--- src/rtl/time_mgr.sv ---
// time_mgr: FPGA time base driven by PCParser.
// Produces unit/epoch ticks, a running epoch count, a downstream stall when
// the PC time stream runs ahead, and epoch-delayed acks for do_wait tokens.
module time_mgr #(
  parameter int Nunit  = 16,
  parameter int Nepoch = 10,
  parameter int Ntime  = 32
) (
  input  logic              clk,
  input  logic              reset_n,
  input  logic              reset_time,
  input  logic [Nunit-1:0]  unit_len,
  input  logic [Nepoch-1:0] epoch_len,
  input  logic [Ntime-1:0]  PC_epochs_elapsed,
  input  logic              do_wait_v,
  input  logic [Nepoch-1:0] do_wait_d,
  output logic              do_wait_a,
  output logic              unit_tick,
  output logic              epoch_tick,
  output logic [Ntime-1:0]  BD_epochs_elapsed,
  output logic              stall_dn,
  output logic              waiting
);

  typedef enum logic [1:0] {
    S_IDLE,
    S_COUNT,
    S_ACK
  } state_t;

  logic [Nunit-1:0]  r_cyc_cnt;
  logic [Nepoch-1:0] r_unit_cnt;
  logic [Ntime-1:0]  r_bd_epochs;
  state_t            r_state;
  logic [Nepoch-1:0] r_rem;
  logic              r_ack;

  logic [Nunit-1:0]  w_unit_last;
  logic [Nepoch-1:0] w_epoch_last;
  logic              w_unit_tick;
  logic              w_epoch_tick;
  state_t            w_next_state;
  logic [Nepoch-1:0] w_next_rem;

  // Last index of a unit / epoch; a programmed length of 0 behaves as 1.
  assign w_unit_last  = (unit_len  == '0) ? '0 : unit_len  - Nunit'(1);
  assign w_epoch_last = (epoch_len == '0) ? '0 : epoch_len - Nepoch'(1);

  // The >= compares keep the counters bounded if a length shrinks mid-count.
  assign w_unit_tick  = !reset_time && (r_cyc_cnt >= w_unit_last);
  assign w_epoch_tick = w_unit_tick && (r_unit_cnt >= w_epoch_last);

  // Cycle counter and unit counter; reset_time holds both at zero.
  // NOTE: sequential state uses non-blocking assignments so every flop
  // samples pre-edge values regardless of block ordering.
  always_ff @(posedge clk or negedge reset_n) begin
    if (!reset_n) begin
      r_cyc_cnt  <= '0;
      r_unit_cnt <= '0;
    end else if (reset_time) begin
      r_cyc_cnt  <= '0;
      r_unit_cnt <= '0;
    end else begin
      r_cyc_cnt <= w_unit_tick ? '0 : r_cyc_cnt + Nunit'(1);
      if (w_epoch_tick) begin
        r_unit_cnt <= '0;
      end else if (w_unit_tick) begin
        r_unit_cnt <= r_unit_cnt + Nepoch'(1);
      end
    end
  end

  // Completed-epoch count, wrapping naturally at 2^Ntime.
  always_ff @(posedge clk or negedge reset_n) begin
    if (!reset_n) begin
      r_bd_epochs <= '0;
    end else if (reset_time) begin
      r_bd_epochs <= '0;
    end else if (w_epoch_tick) begin
      r_bd_epochs <= r_bd_epochs + Ntime'(1);
    end
  end

  // Wait FSM next-state logic: accept a token in IDLE, count epochs, ack.
  // NOTE: every signal driven here gets a default first, so no path can
  // leave it unassigned and infer a latch.
  always_comb begin
    w_next_state = r_state;
    w_next_rem   = r_rem;
    case (r_state)
      S_IDLE: begin
        if (do_wait_v) begin
          if (do_wait_d == '0) begin
            w_next_state = S_ACK;
          end else begin
            w_next_rem   = do_wait_d;
            w_next_state = S_COUNT;
          end
        end
      end
      S_COUNT: begin
        if (w_epoch_tick) begin
          w_next_rem = r_rem - Nepoch'(1);
          if (r_rem == Nepoch'(1)) begin
            w_next_state = S_ACK;
          end
        end
      end
      S_ACK: begin
        w_next_state = S_IDLE;
      end
      default: begin
        w_next_state = S_IDLE;
      end
    endcase
  end

  // Wait FSM state, remaining-epoch count and the registered ack pulse.
  always_ff @(posedge clk or negedge reset_n) begin
    if (!reset_n) begin
      r_state <= S_IDLE;
      r_rem   <= '0;
      r_ack   <= 1'b0;
    end else begin
      r_state <= w_next_state;
      r_rem   <= w_next_rem;
      r_ack   <= (w_next_state == S_ACK);
    end
  end

  assign do_wait_a         = r_ack;
  assign unit_tick         = w_unit_tick;
  assign epoch_tick        = w_epoch_tick;
  assign BD_epochs_elapsed = r_bd_epochs;
  assign stall_dn          = (PC_epochs_elapsed > r_bd_epochs);
  assign waiting           = (r_state != S_IDLE) || do_wait_v;

endmodule
--- config.mk ---
export PLATFORM = sky130hd
export DESIGN_NAME = time_mgr
export DESIGN_NICKNAME = d
export VERILOG_FILES = /design/src/rtl/time_mgr.sv
export SDC_FILE = /design/constraint.sdc
export NUM_CORES = 1
export LEC_CHECK = 0
export BUFFER_PORTS_ARGS = -buffer_cell sky130_fd_sc_hd__buf_2
export CAP_MARGIN = 10
export CORE_MARGIN = 5
export CORE_UTILIZATION = 45
export CTS_BUF_LIST = sky130_fd_sc_hd__clkbuf_4 sky130_fd_sc_hd__clkbuf_8 sky130_fd_sc_hd__clkbuf_16
export CTS_CLUSTER_DIAMETER = 40
export DETAILED_ROUTE_END_ITERATION = 10
export GPL_ROUTABILITY_DRIVEN = 0
export PLACE_DENSITY = 0.69
export SLEW_MARGIN = 20
export SYNTH_ARGS = -nofsm -noshare
export SYNTH_HDL_FRONTEND = slang
export SYNTH_SLANG_ARGS = --single-unit
--- constraint.sdc ---
create_clock -name clk -period 4.5 [get_ports clk]
set_clock_uncertainty 0.15 [all_clocks]
set_input_delay 0.45 -clock clk [delete_from_list [all_inputs] [get_ports clk]]
set_output_delay 0.45 -clock clk [all_outputs]
set_load 0.02 [all_outputs]
; After elaboration in Yosys (flattened, before gate mapping)
; Index checks and enable logic that the tools add are counted.
[totals]
regBits = 71
in_bits = 72
out_inout_bits = 37
word_cells = 52
[op_classes]
n_addsub = 6
order_cmp = 3
n_eq_ne = 6
mux = 18
reduce_logical = 13
[ops]
columns = op, n
row1 = 10-bit 2-to-1 mux, 7
row2 = 32-bit 2-to-1 mux, 2
row3 = 16-bit 2-to-1 mux, 3
row4 = 32-bit by 1-bit adder with 32-bit output (second input constant), 1
row5 = 32-bit > comparator, 1
row6 = 10-bit zero test, 2
row7 = 10-bit one-hot mux with 2 select lines, 1
row8 = 10-bit by 1-bit subtractor with 10-bit output (second input constant), 2
row9 = 16-bit by 1-bit adder with 16-bit output (second input constant), 1
row10 = 16-bit greater-or-equal comparator, 1
row11 = 16-bit zero test, 1
row12 = 16-bit by 1-bit subtractor with 16-bit output (second input constant), 1
row13 = 10-bit by 1-bit adder with 10-bit output (second input constant), 1
row14 = 10-bit by 1-bit equality test with 1-bit output (second input constant), 1
row15 = 10-bit greater-or-equal comparator, 1
row16 = 2-bit 2-to-1 mux, 4
row17 = 2-bit inequality test (second input constant), 3
row18 = 2-bit nonzero test, 3
row19 = 2-bit one-hot mux with 2 select lines, 1
row20 = 4-bit AND reduction, 1
row21 = 3-bit nonzero test, 1
row22 = 2-bit by 1-bit equality test with 1-bit output (second input constant), 1
row23 = 2-bit equality test (second input constant), 1
row24 = 1-bit logical AND, 2
row25 = other kinds (3), 3

; Logic depth before layout (Yosys ltp)
[depth]
word_depth = 8
ltp_mapped = 15
depth_no_buf = 13

; Worst setup path before layout
; OpenSTA, ideal clock, no wires.
[synth_path]
path_type = input-to-output
start = input port unit_len[5]
end = output port epoch_tick
arrival_ns = 4.099
required_time_ns = 3.900
slack_ns = -0.199
path_stages = 13
path_buffers = 2
path_cell_list = nor4_1 > nand3_1 > nor4_1 > xor2_1 > nand2_1 > ha_1 > nand4_1 > or4_1 > or3_1 > and3_4 > clkbuf_1 > clkbuf_1 > nor3_1
[synth_via]
elab_chain_cells = 5
word_cells_on_any_way = 6
cone_classes = add/sub (1) / order compare (1) / mux (1) / reduce/logical (3)
[synth_rtl]
columns = element, line
row1 = "start, declared", 12  ; input logic [Nunit-1:0] unit_len,
row2 = 16-bit by 1-bit subtractor with 16-bit output or 16-bit zero test (tied branches), 46  ; assign w_unit_last = (unit_len == '0) ? '0 : unit_len - Nunit'(1);
row3 = 16-bit 2-to-1 mux *, 46
row4 = 16-bit greater-or-equal comparator *, 50  ; assign w_unit_tick = !reset_time && (r_cyc_cnt >= w_unit_last);
row5 = 1-bit logical AND *, 50
row6 = 1-bit logical AND *, 51  ; assign w_epoch_tick = w_unit_tick && (r_unit_cnt >= w_epoch_last);
row7 = "end, declared", 19  ; output logic epoch_tick,
; Every way passes the cells marked *; elsewhere a longest branch is shown, timed or not.

; Worst setup path after layout
[layout_path]
start = input port unit_len[6]
end = output port epoch_tick
; The elaborated chain is that of the path after synthesis.

==> impl_results.md <==
* Synth Area in XOR/XNOR at 5.02%
* Die width at 125 um
* Initial drt markers at 374
* CP Launch Type: primary input
* Reg power frac at 43.3%
* Initial DRT Pass Iterations at 5
* Height of the die at 125 um
* Worst Max-Slew Pin Slew at 0.849 ns
* Leading cell type in the layout, fill and taps excluded: buf_2
* Adder-Cell Fraction of Synth Area at 14.1%
* Final Cycle Share at 94.8%
* Share of cells above drive strength 1 at 22.1%
* Mux contribution to synthesized area at 5.05%
* RR Startpoint: r_cyc_cnt[13]
* Largest net degree at the start of global routing at 48
* WP data arrival at 3.67 ns
* RSZ-0062 raised after global routing: no
* Mapped cell area at 5930 um^2
* Post-synth cell types at 56
* FP Rows at 42
* DRC viols at 0
* Share of the synthesized area in the top cell type at 30.0%
* Setup TNS at 0 ns
* Setup crit end kind: primary output
* Final setup fails at 0
* Worst Hold Class: in2reg
* Fraction of power spent switching nets at 26.3%
* Cts bufs inserted at 9
* Total gr overflow at 0
* Dpl hpwl at 11.8 mm
* Shortest period the worst path allows at 4.27 ns
* Largest family of logic cells by synthesized area: simple AND/OR/NAND/NOR gates
* FMAX at 0.234 GHz
* Gate power share at 14.3%
* Power Density at 216 nW/um^2
* Critical Path RT at 3.90 ns
* Psw at 400 uW
* H-tree depth at 3
* Syn Inst Count at 719
* Core area at 13100 um^2
* # IOs at 109
* Clock network fraction of design power at 42.4%
* CTS tree: built
* Post-synthesis compound-gate area fraction at 12.6%
* Slew Viols, Final at 0
* Starting Density at 45.3%
* Clk root buf: clkbuf_16
* Post-DR wirelength/cell at 15.6 um
* Min-delay src: do_wait_d[3]
* GRT Resource Usage Total at 20.3%
* Post-synthesis sequential area ratio at 30.0%
* Internal Power at 1.12 mW
* Remaining antenna violation count after routing at 0
* #FFs+latches synth at 71
* CP Class: in2out
* Clock sinks at 71
* Die area at 15600 um^2
* Ys flop type: dfrtp_1
* Clock buffer depth at 2
* Asr flop ratio synth at 100%
* Outcome: finished, final reports clean
* Crit path from: unit_len[6]
* Peak fanout along the critical path at 18
* Cell taking the most area after synthesis: dfrtp_1
* Worst-path clk slew at 0.06 ns
* Most frequent cells in the layout: buf_2, nor2_1, dfrtp_1
* Synth Area in Simple Gates at 28.4%
* Worst vdd rail ir drop at 0.123 mV
* Post-layout net count at 969
* Global-route wire length before repair at 26.5 mm
* Inst Count DP at 993
* Synthesized area per cell at 8.24 um^2
* Max-Cap Viols at 0
* Relative slew slack at 43.2%
* # port buffers at 108
* Post-place setup slack at 0.0858 ns
* Final non-filler cell total at 1009
* Worst-skew pair later-pin latency at 0.34 ns
* LEAKAGE at 3.18 nW
* Number of diodes at 0
* Final worst slack at 0.232 ns
* Postcts setup bufs at 0
* Final WL at 15.7 mm
* Filler cells at 1259
* Avg Vias per Cell at 5.66
* Synth area leaders: dfrtp_1, ha_1, nor2_1, mux2_2, nand4_1
* Hold Vio Cnt, Final at 0
* Vias in the first global route at 5444
* Via count at 5714
* Mapped Nets at 858
* Area Growth Syn to Fin at 18.8%
* Number of synthesis warnings at 0
* Initial antenna violation count at 0
* Post-synth EDFFs at 0
==> per-stage QoR <==
stage	util [%]	hold slack (ns)	power [mW]	cell area, um^2
floorplan	-	0.00441	0.789	5940
global placement	51.6	0.321	0.883	6760
detailed placement	51.6	0.328	0.885	6760
CTS	53.7	0.255	1.54	7020
global route	53.8	0.268	1.59	7040
finish	53.8	0.267	1.52	7040
==> synth_stat cells (all sizes together) (3+ instances only) <==
cell type	instances
clkbuf	26
mux2i	4
o22ai	6
a2111oi	5
a31oi	4
dfrtp	71
or4	6
mux2	23
o21a	5
o221a	3
nor4b	8
o31ai	4
ha	67
or3	6
o21ba	3
and4	4
nand4	39
nor4	19
o41ai	4
xor2	19
a21o	3
and3	11
nand3b	3
a31o	3
xnor2	15
nand2	62
a21oi	39
nand3	31
o21ai	14
nor2	93
inv	44
buf	4
nor3	37
nor2b	4
nand2b	7
==> flip-flops by register name, summed over array words and instances (netlist names) <==
| name | count |
|---|---|
| do_wait_a | 1 |
| r_cyc_cnt | 16 |
| r_rem | 10 |
| BD_epochs_elapsed | 32 |
| r_state | 2 |
| r_unit_cnt | 10 |
==> logic make-up after synthesis <==
group	count (synthesis)
and+or+nand+nor	335
DFF	71
AOI/OAI and AO/OA	111
xor gates and xnor gates	34
adders and majority gates	67
buffers and inverters	74
muxes	27
==> repair_timing <==
item | CTS | global route
endpoints found under the hold margin | 24 | 0
hold buffers | 1 | 0
setup endpoints to repair | 0 | 2
resized for setup | 0 | 3
==> worst max-delay path, stage by stage <==
cell	delay [ns]
buf_2	0.13
nor4_2	0.32
nand3_1	0.19
nor4_1	0.27
xor2_1	0.18
nand2_1	0.07
ha_1	0.30
nand4_1	0.12
or4_1	0.55
or3_1	0.40
and3_4	0.30
nor3_2	0.19
buf_2	0.19
==> final timing paths <==
path	slack, ns	cells past startpoint	endpoint
setup / recovery	0.23	13	epoch_tick
hold / removal	0.27	3	r_rem[3]
setup reg to reg	1.36	7	r_rem[1]
hold reg to reg	0.33	1	r_cyc_cnt[0]
max in group asynchronous	2.67	3	r_unit_cnt[6]
min in group asynchronous	0.48	2	BD_epochs_elapsed[21]
==> routing by layer <==
metal | up-vias | wire [um] | global-route usage, %
met2 | 151 | 7350 | 33.3
met4 | 0 | 248 | 6.25
met5 | - | 0 | 0
met3 | 14 | 750 | 3.60
li1 | 2840 | - | -
met1 | 2709 | 7370 | 27.1
==> final cells by class <==
type	instances	area (um^2)	area share, %
clock inverter	2	10.0	0.142
multi-input combinational	575	3910	55.5
inverter	44	165	2.34
tap	176	220	3.13
clock buffer	12	248	3.52
timing repair buffer	129	713	10.1
sequential	71	1780	25.2
==> power by group through the flow <==
stage	logic (mW)	clock network [mW]	registers [mW]
after floorplan	0.122	0	0.667
after global placement	0.213	0	0.670
after detailed placement	0.216	0	0.670
after CTS	0.218	0.663	0.659
after global routing	0.250	0.684	0.660
final	0.218	0.646	0.659
Power figures use the tool's default switching activity.
